### config.mk
export PLATFORM = sky130hd
export DESIGN_NAME = id_ex_stage
export DESIGN_NICKNAME = d
export VERILOG_FILES = /design/src/rtl/id_ex_stage.sv
export SDC_FILE = /design/constraint.sdc
export NUM_CORES = 1
export LEC_CHECK = 0
export BUFFER_PORTS_ARGS = -buffer_cell sky130_fd_sc_hd__buf_2
export CAP_MARGIN = 25
export CORE_MARGIN = 1.5
export CORE_UTILIZATION = 27
export CTS_CLUSTER_DIAMETER = 80
export DETAILED_ROUTE_END_ITERATION = 12
export PLACE_DENSITY_LB_ADDON = 0.1
export SETUP_SLACK_MARGIN = 0.3
export SLEW_MARGIN = 40
export SYNTH_ARGS = -nofsm -noshare
export SYNTH_HDL_FRONTEND = slang
export SYNTH_SLANG_ARGS = --single-unit
### constraint.sdc
create_clock -name clk -period 1.7 [get_ports clk]
set_clock_uncertainty 0.15 [all_clocks]
set_input_delay 0.17 -clock clk [delete_from_list [all_inputs] [get_ports clk]]
set_output_delay 0.17 -clock clk [all_outputs]
set_load 0.02 [all_outputs]
### src/rtl/id_ex_stage.sv
// id_ex_stage: decode, bypass, load-use stall detection and the ID/EX pipeline register
module id_ex_stage (
    input  logic        clk,
    input  logic        reset,
    input  logic [31:0] id_instr,
    input  logic [31:0] id_pc4,
    input  logic        id_valid,
    input  logic        flush,
    output logic [4:0]  rf_raddr1,
    output logic [4:0]  rf_raddr2,
    input  logic [31:0] rf_rdata1,
    input  logic [31:0] rf_rdata2,
    input  logic        wb_regwrite,
    input  logic [4:0]  wb_waddr,
    input  logic [31:0] wb_wdata,
    output logic        stall,
    output logic        ex_valid,
    output logic        ex_regwrite,
    output logic        ex_memread,
    output logic        ex_memwrite,
    output logic        ex_memtoreg,
    output logic        ex_alusrc,
    output logic        ex_illegal,
    output logic [1:0]  ex_aluop,
    output logic [31:0] ex_opa,
    output logic [31:0] ex_opb,
    output logic [31:0] ex_imm,
    output logic [4:0]  ex_rs,
    output logic [4:0]  ex_rt,
    output logic [4:0]  ex_dest,
    output logic [31:0] ex_pc4
);
    typedef struct packed {
        logic        valid;
        logic        regwrite;
        logic        memread;
        logic        memwrite;
        logic        memtoreg;
        logic        alusrc;
        logic        illegal;
        logic [1:0]  aluop;
        logic [31:0] opa;
        logic [31:0] opb;
        logic [31:0] imm;
        logic [4:0]  rs;
        logic [4:0]  rt;
        logic [4:0]  dest;
        logic [31:0] pc4;
    } ex_t;
    ex_t ex_d, ex_q;
    logic [5:0] op;
    logic is_r, is_lw, is_sw, is_beq, is_addi, legal, uses_rt, load;
    assign op        = id_instr[31:26];
    assign rf_raddr1 = id_instr[25:21];
    assign rf_raddr2 = id_instr[20:16];
    assign is_r      = op == 6'b000000;
    assign is_lw     = op == 6'b100011;
    assign is_sw     = op == 6'b101011;
    assign is_beq    = op == 6'b000100;
    assign is_addi   = op == 6'b001000;
    assign legal     = is_r | is_lw | is_sw | is_beq | is_addi;
    assign uses_rt   = is_r | is_sw | is_beq;
    assign stall     = id_valid & ~flush & ex_q.valid & ex_q.memread &
                       ((ex_q.dest == rf_raddr1) | (uses_rt & (ex_q.dest == rf_raddr2)));
    assign load      = id_valid & ~flush & ~stall;
    always_comb begin
        ex_d          = '0;
        ex_d.valid    = load;
        ex_d.regwrite = load & (is_r | is_lw | is_addi);
        ex_d.memread  = load & is_lw;
        ex_d.memwrite = load & is_sw;
        ex_d.memtoreg = load & is_lw;
        ex_d.alusrc   = load & (is_lw | is_sw | is_addi);
        ex_d.illegal  = load & ~legal;
        ex_d.aluop    = is_r ? 2'b10 : is_beq ? 2'b01 : 2'b00;
        ex_d.opa      = (wb_regwrite && wb_waddr == rf_raddr1) ? wb_wdata : rf_rdata1;
        ex_d.opb      = (wb_regwrite && wb_waddr == rf_raddr2) ? wb_wdata : rf_rdata2;
        ex_d.imm      = {{16{id_instr[15]}}, id_instr[15:0]};
        ex_d.rs       = rf_raddr1;
        ex_d.rt       = rf_raddr2;
        ex_d.dest     = is_r ? id_instr[15:11] : id_instr[20:16];
        ex_d.pc4      = id_pc4;
    end
    always_ff @(posedge clk) begin
        if (reset) ex_q <= '0;
        else ex_q <= ex_d;
    end
    assign ex_valid    = ex_q.valid;
    assign ex_regwrite = ex_q.regwrite;
    assign ex_memread  = ex_q.memread;
    assign ex_memwrite = ex_q.memwrite;
    assign ex_memtoreg = ex_q.memtoreg;
    assign ex_alusrc   = ex_q.alusrc;
    assign ex_illegal  = ex_q.illegal;
    assign ex_aluop    = ex_q.aluop;
    assign ex_opa      = ex_q.opa;
    assign ex_opb      = ex_q.opb;
    assign ex_imm      = ex_q.imm;
    assign ex_rs       = ex_q.rs;
    assign ex_rt       = ex_q.rt;
    assign ex_dest     = ex_q.dest;
    assign ex_pc4      = ex_q.pc4;
endmodule

==> flow_metrics.tcl <==
set metrics [dict create \
    status "finished, violations left" \
    failed_checks "hold timing, setup timing" \
    cts.sink_count 135 \
    yosysWarnings 0 \
    hp-class "in2reg" \
    synth_edf_count 0 \
    yosys.area.top_type "dfxtp_1" \
    cp.arrival_ns 1.78 \
    htree_levels 4 \
    finalSetupViolations 3 \
    synth.cell_area_sq_um 4980 \
    r2r_end "ex_valid$_SDFF_PP0_" \
    p_leak_nw 4.22 \
    crit_type "reg2out" \
    ys_seq_area_frac 0.543 \
    crit_cells 6 \
    path_clk_slew_ns 0.06 \
    drtPass1Iterations 7 \
    die_area_sq_um 19300 \
    grt_pass1_vias 5852 \
    crit_family "simple AND/OR/NAND/NOR gates" \
    finalCritPeriodShare 1.24 \
    dp_hpwl_microns 13000 \
    antenna_found_initial 0 \
    maxSlewViolCount 0 \
    n_antenna_cell 0 \
    relSlewSlack 0.487 \
    viasPerCell 4.54 \
    worst_pin_slew_ns 0.759 \
    setup_tns_ns -1.04 \
    fmax_mhz 476 \
    r2r_cells 12 \
    wirelength_microns 19800 \
    drive_gt1_frac 0.419 \
    crit_chain "and4b_1 > nand4_1 > nor4_2 > buf_4 > o2bb2ai_2 > buf_6" \
    crit_fanout 2 \
    path_buf_inv 2 \
    vias 5630 \
    netlist_top_cells_area "dfxtp_1, nor2b_1, a21oi_1, o21ai_0, nand3_1" \
    cts-buffers-inserted 17 \
    grt_max_degree 49 \
    ant_nets 0 \
    p_per_area_nw_per_um2 932 \
    grt_pass1_wl_microns 30400 \
    rsz0062_at_grt "true" \
    placementRows 49 \
    fin_nets 1167 \
    cpMaxStageDelayCell "dfxtp_2" \
    synth_common_cells "dfxtp_1, a21oi_1, o21ai_0" \
    die_y_microns 139 \
    slowest_delay_ns 0.33 \
    insertion_delay_ns 0.42 \
    cts_tree "yes" \
    wl_per_cell_microns 16.0 \
    gp_congestion 0.867 \
    cts_max_path_buffers 2 \
    overflow 0 \
    maxCapViolCount 0 \
    fin_crit_ns 2.10 \
    root_buffer "clkbuf_16" \
    cp-startpoint "ex_valid$_SDFF_PP0_" \
    die_width_microns 139 \
    fin_hold_ws_ns -0.0154 \
    timing.final.ws_setup_ns -0.403 \
    cp_data_required_time_ns 1.38 \
    regToRegSetupSlack_ns -0.33 \
    post_dp_cell_area_sq_um 6710 \
    synthesis.nets 690 \
    place.port_buffers 332 \
    syn2layout_area_growth_pct 86.1 \
    grt_usage 0.200 \
    drc 0 \
    post-place-ws_ns 0.0582 \
    fin_area_sq_um 9260 \
    nFillCells 1682 \
    core_area_sq_um 18000 \
    synth_top_area_frac 0.543 \
    async_flop_share 0 \
    synth_cell_type_count 27 \
    ys.flop_type "dfxtp_1" \
    endpoint "stall" \
    vdd_drop_max_uv 701 \
    cp-end-kind "output pin" \
    critPathLaunchType "register" \
    hold_viol 2 \
    synthCells 520 \
    initial_core_util 0.276 \
    ios 333 \
    synth_most_common_cell "dfxtp_1" \
    avgSynthCellArea_sq_um 9.57 \
    ys_seq_elements 135 \
    rr_startpoint "ex_valid$_SDFF_PP0_" \
    first_iter_violations 233 \
]
worst register-to-register path, cell delays in order, from the launching register on:
cell	delay, ns
dfxtp_2	0.33
and4b_1	0.24
nand4_1	0.16
nor4_2	0.20
buf_4	0.17
buf_4	0.10
buf_6	0.09
buf_6	0.09
buf_6	0.08
buf_6	0.08
buf_6	0.08
buf_6	0.09
a21oi_2	0.04
layout make-up:
| type | count | area [sq um] | area share |
|---|---|---|---|
| well taps | 229 | 287 | 0.0309 |
| repair buffers | 526 | 3730 | 0.403 |
| multi-input cells | 317 | 1930 | 0.209 |
| clock buffers | 17 | 425 | 0.0459 |
| flip-flops and latches | 135 | 2720 | 0.294 |
| clock inverters | 15 | 168 | 0.0181 |
cell usage in the layout, fill, tap and decap left out, types with 6 or more instances in the layout:
| master | n |
|---|---|
| dlygate4sd3_1 | 164 |
| o21ai_0 | 64 |
| clkbuf_16 | 17 |
| nor2b_1 | 58 |
| buf_12 | 7 |
| buf_4 | 14 |
| a21oi_1 | 66 |
| dfxtp_1 | 127 |
| nand3_1 | 64 |
| nand2_1 | 6 |
| buf_2 | 320 |
| buf_6 | 19 |
| xnor2_1 | 16 |
where the power goes:
| part | switching (mW) | internal (mW) |
|---|---|---|
| Sequential | 0.0534 | 3.34 |
| Clock | 1.52 | 2.19 |
| Combinational | 0.807 | 0.731 |
how the worst min path moves through the flow:
stage,from,endpoint,depth (start not counted)
CTS,reset,ex_imm[11]$_SDFF_PP0_,2
finish,reset,ex_rs[0]$_SDFF_PP0_,2
global placement,id_pc4[26],ex_pc4[26]$_SDFF_PP0_,2
detailed placement,id_pc4[25],ex_pc4[25]$_SDFF_PP0_,2
global route,id_valid,ex_valid$_SDFF_PP0_,5
floorplan,id_instr[29],ex_memtoreg$_SDFF_PP0_,1
state kept, by name, indices dropped and copies added, names as in the netlist:
name / flops
ex_opa: 32
ex_opb: 32
ex_pc4: 32
ex_imm: 16
ex_dest: 5
ex_rs: 5
ex_rt: 5
ex_aluop: 2
ex_alusrc: 1
ex_illegal: 1
ex_memtoreg: 1
ex_memwrite: 1
ex_regwrite: 1
ex_valid: 1
repair_timing:
| item | in CTS | in global routing |
|---|---|---|
| pin swaps | 6 | 4 |
| hold endpoints to repair | 129 | 0 |
| hold buffers | 166 | 0 |
| gates resized for setup | 25 | 33 |
| setup buffers | 9 | 3 |
| endpoints found under the setup margin | 24 | 11 |
through the flow:
step	std cells	total power [mW]	util	hold WS [ns]
finish	1239	8.64	0.514	-0.0154
global route	1239	9.00	0.514	0.00184
CTS	1237	8.70	0.507	0.000539
detailed placement	1030	4.65	0.372	0.232
global placement	1030	4.64	0.372	0.228
floorplan	520	4.13	-	0.0918
logic make-up after synthesis:
kind of cell / share of synthesized area
xor gates and xnor gates: 0.0352
and+or+nand+nor: 0.176
AOI/OAI and AO/OA: 0.143
buffers and inverters: 0.0915
muxes: 0.0113
DFF: 0.543
metal layers:
layer	track usage	vias up	share of wire
met2	0.364	279	0.51
met5	0	-	0
met1	0.214	2600	0.38
met3	0.0653	35	0.081
met4	0.0784	0	0.022
li1	-	2716	-
Power figures use the tool's default switching activity.
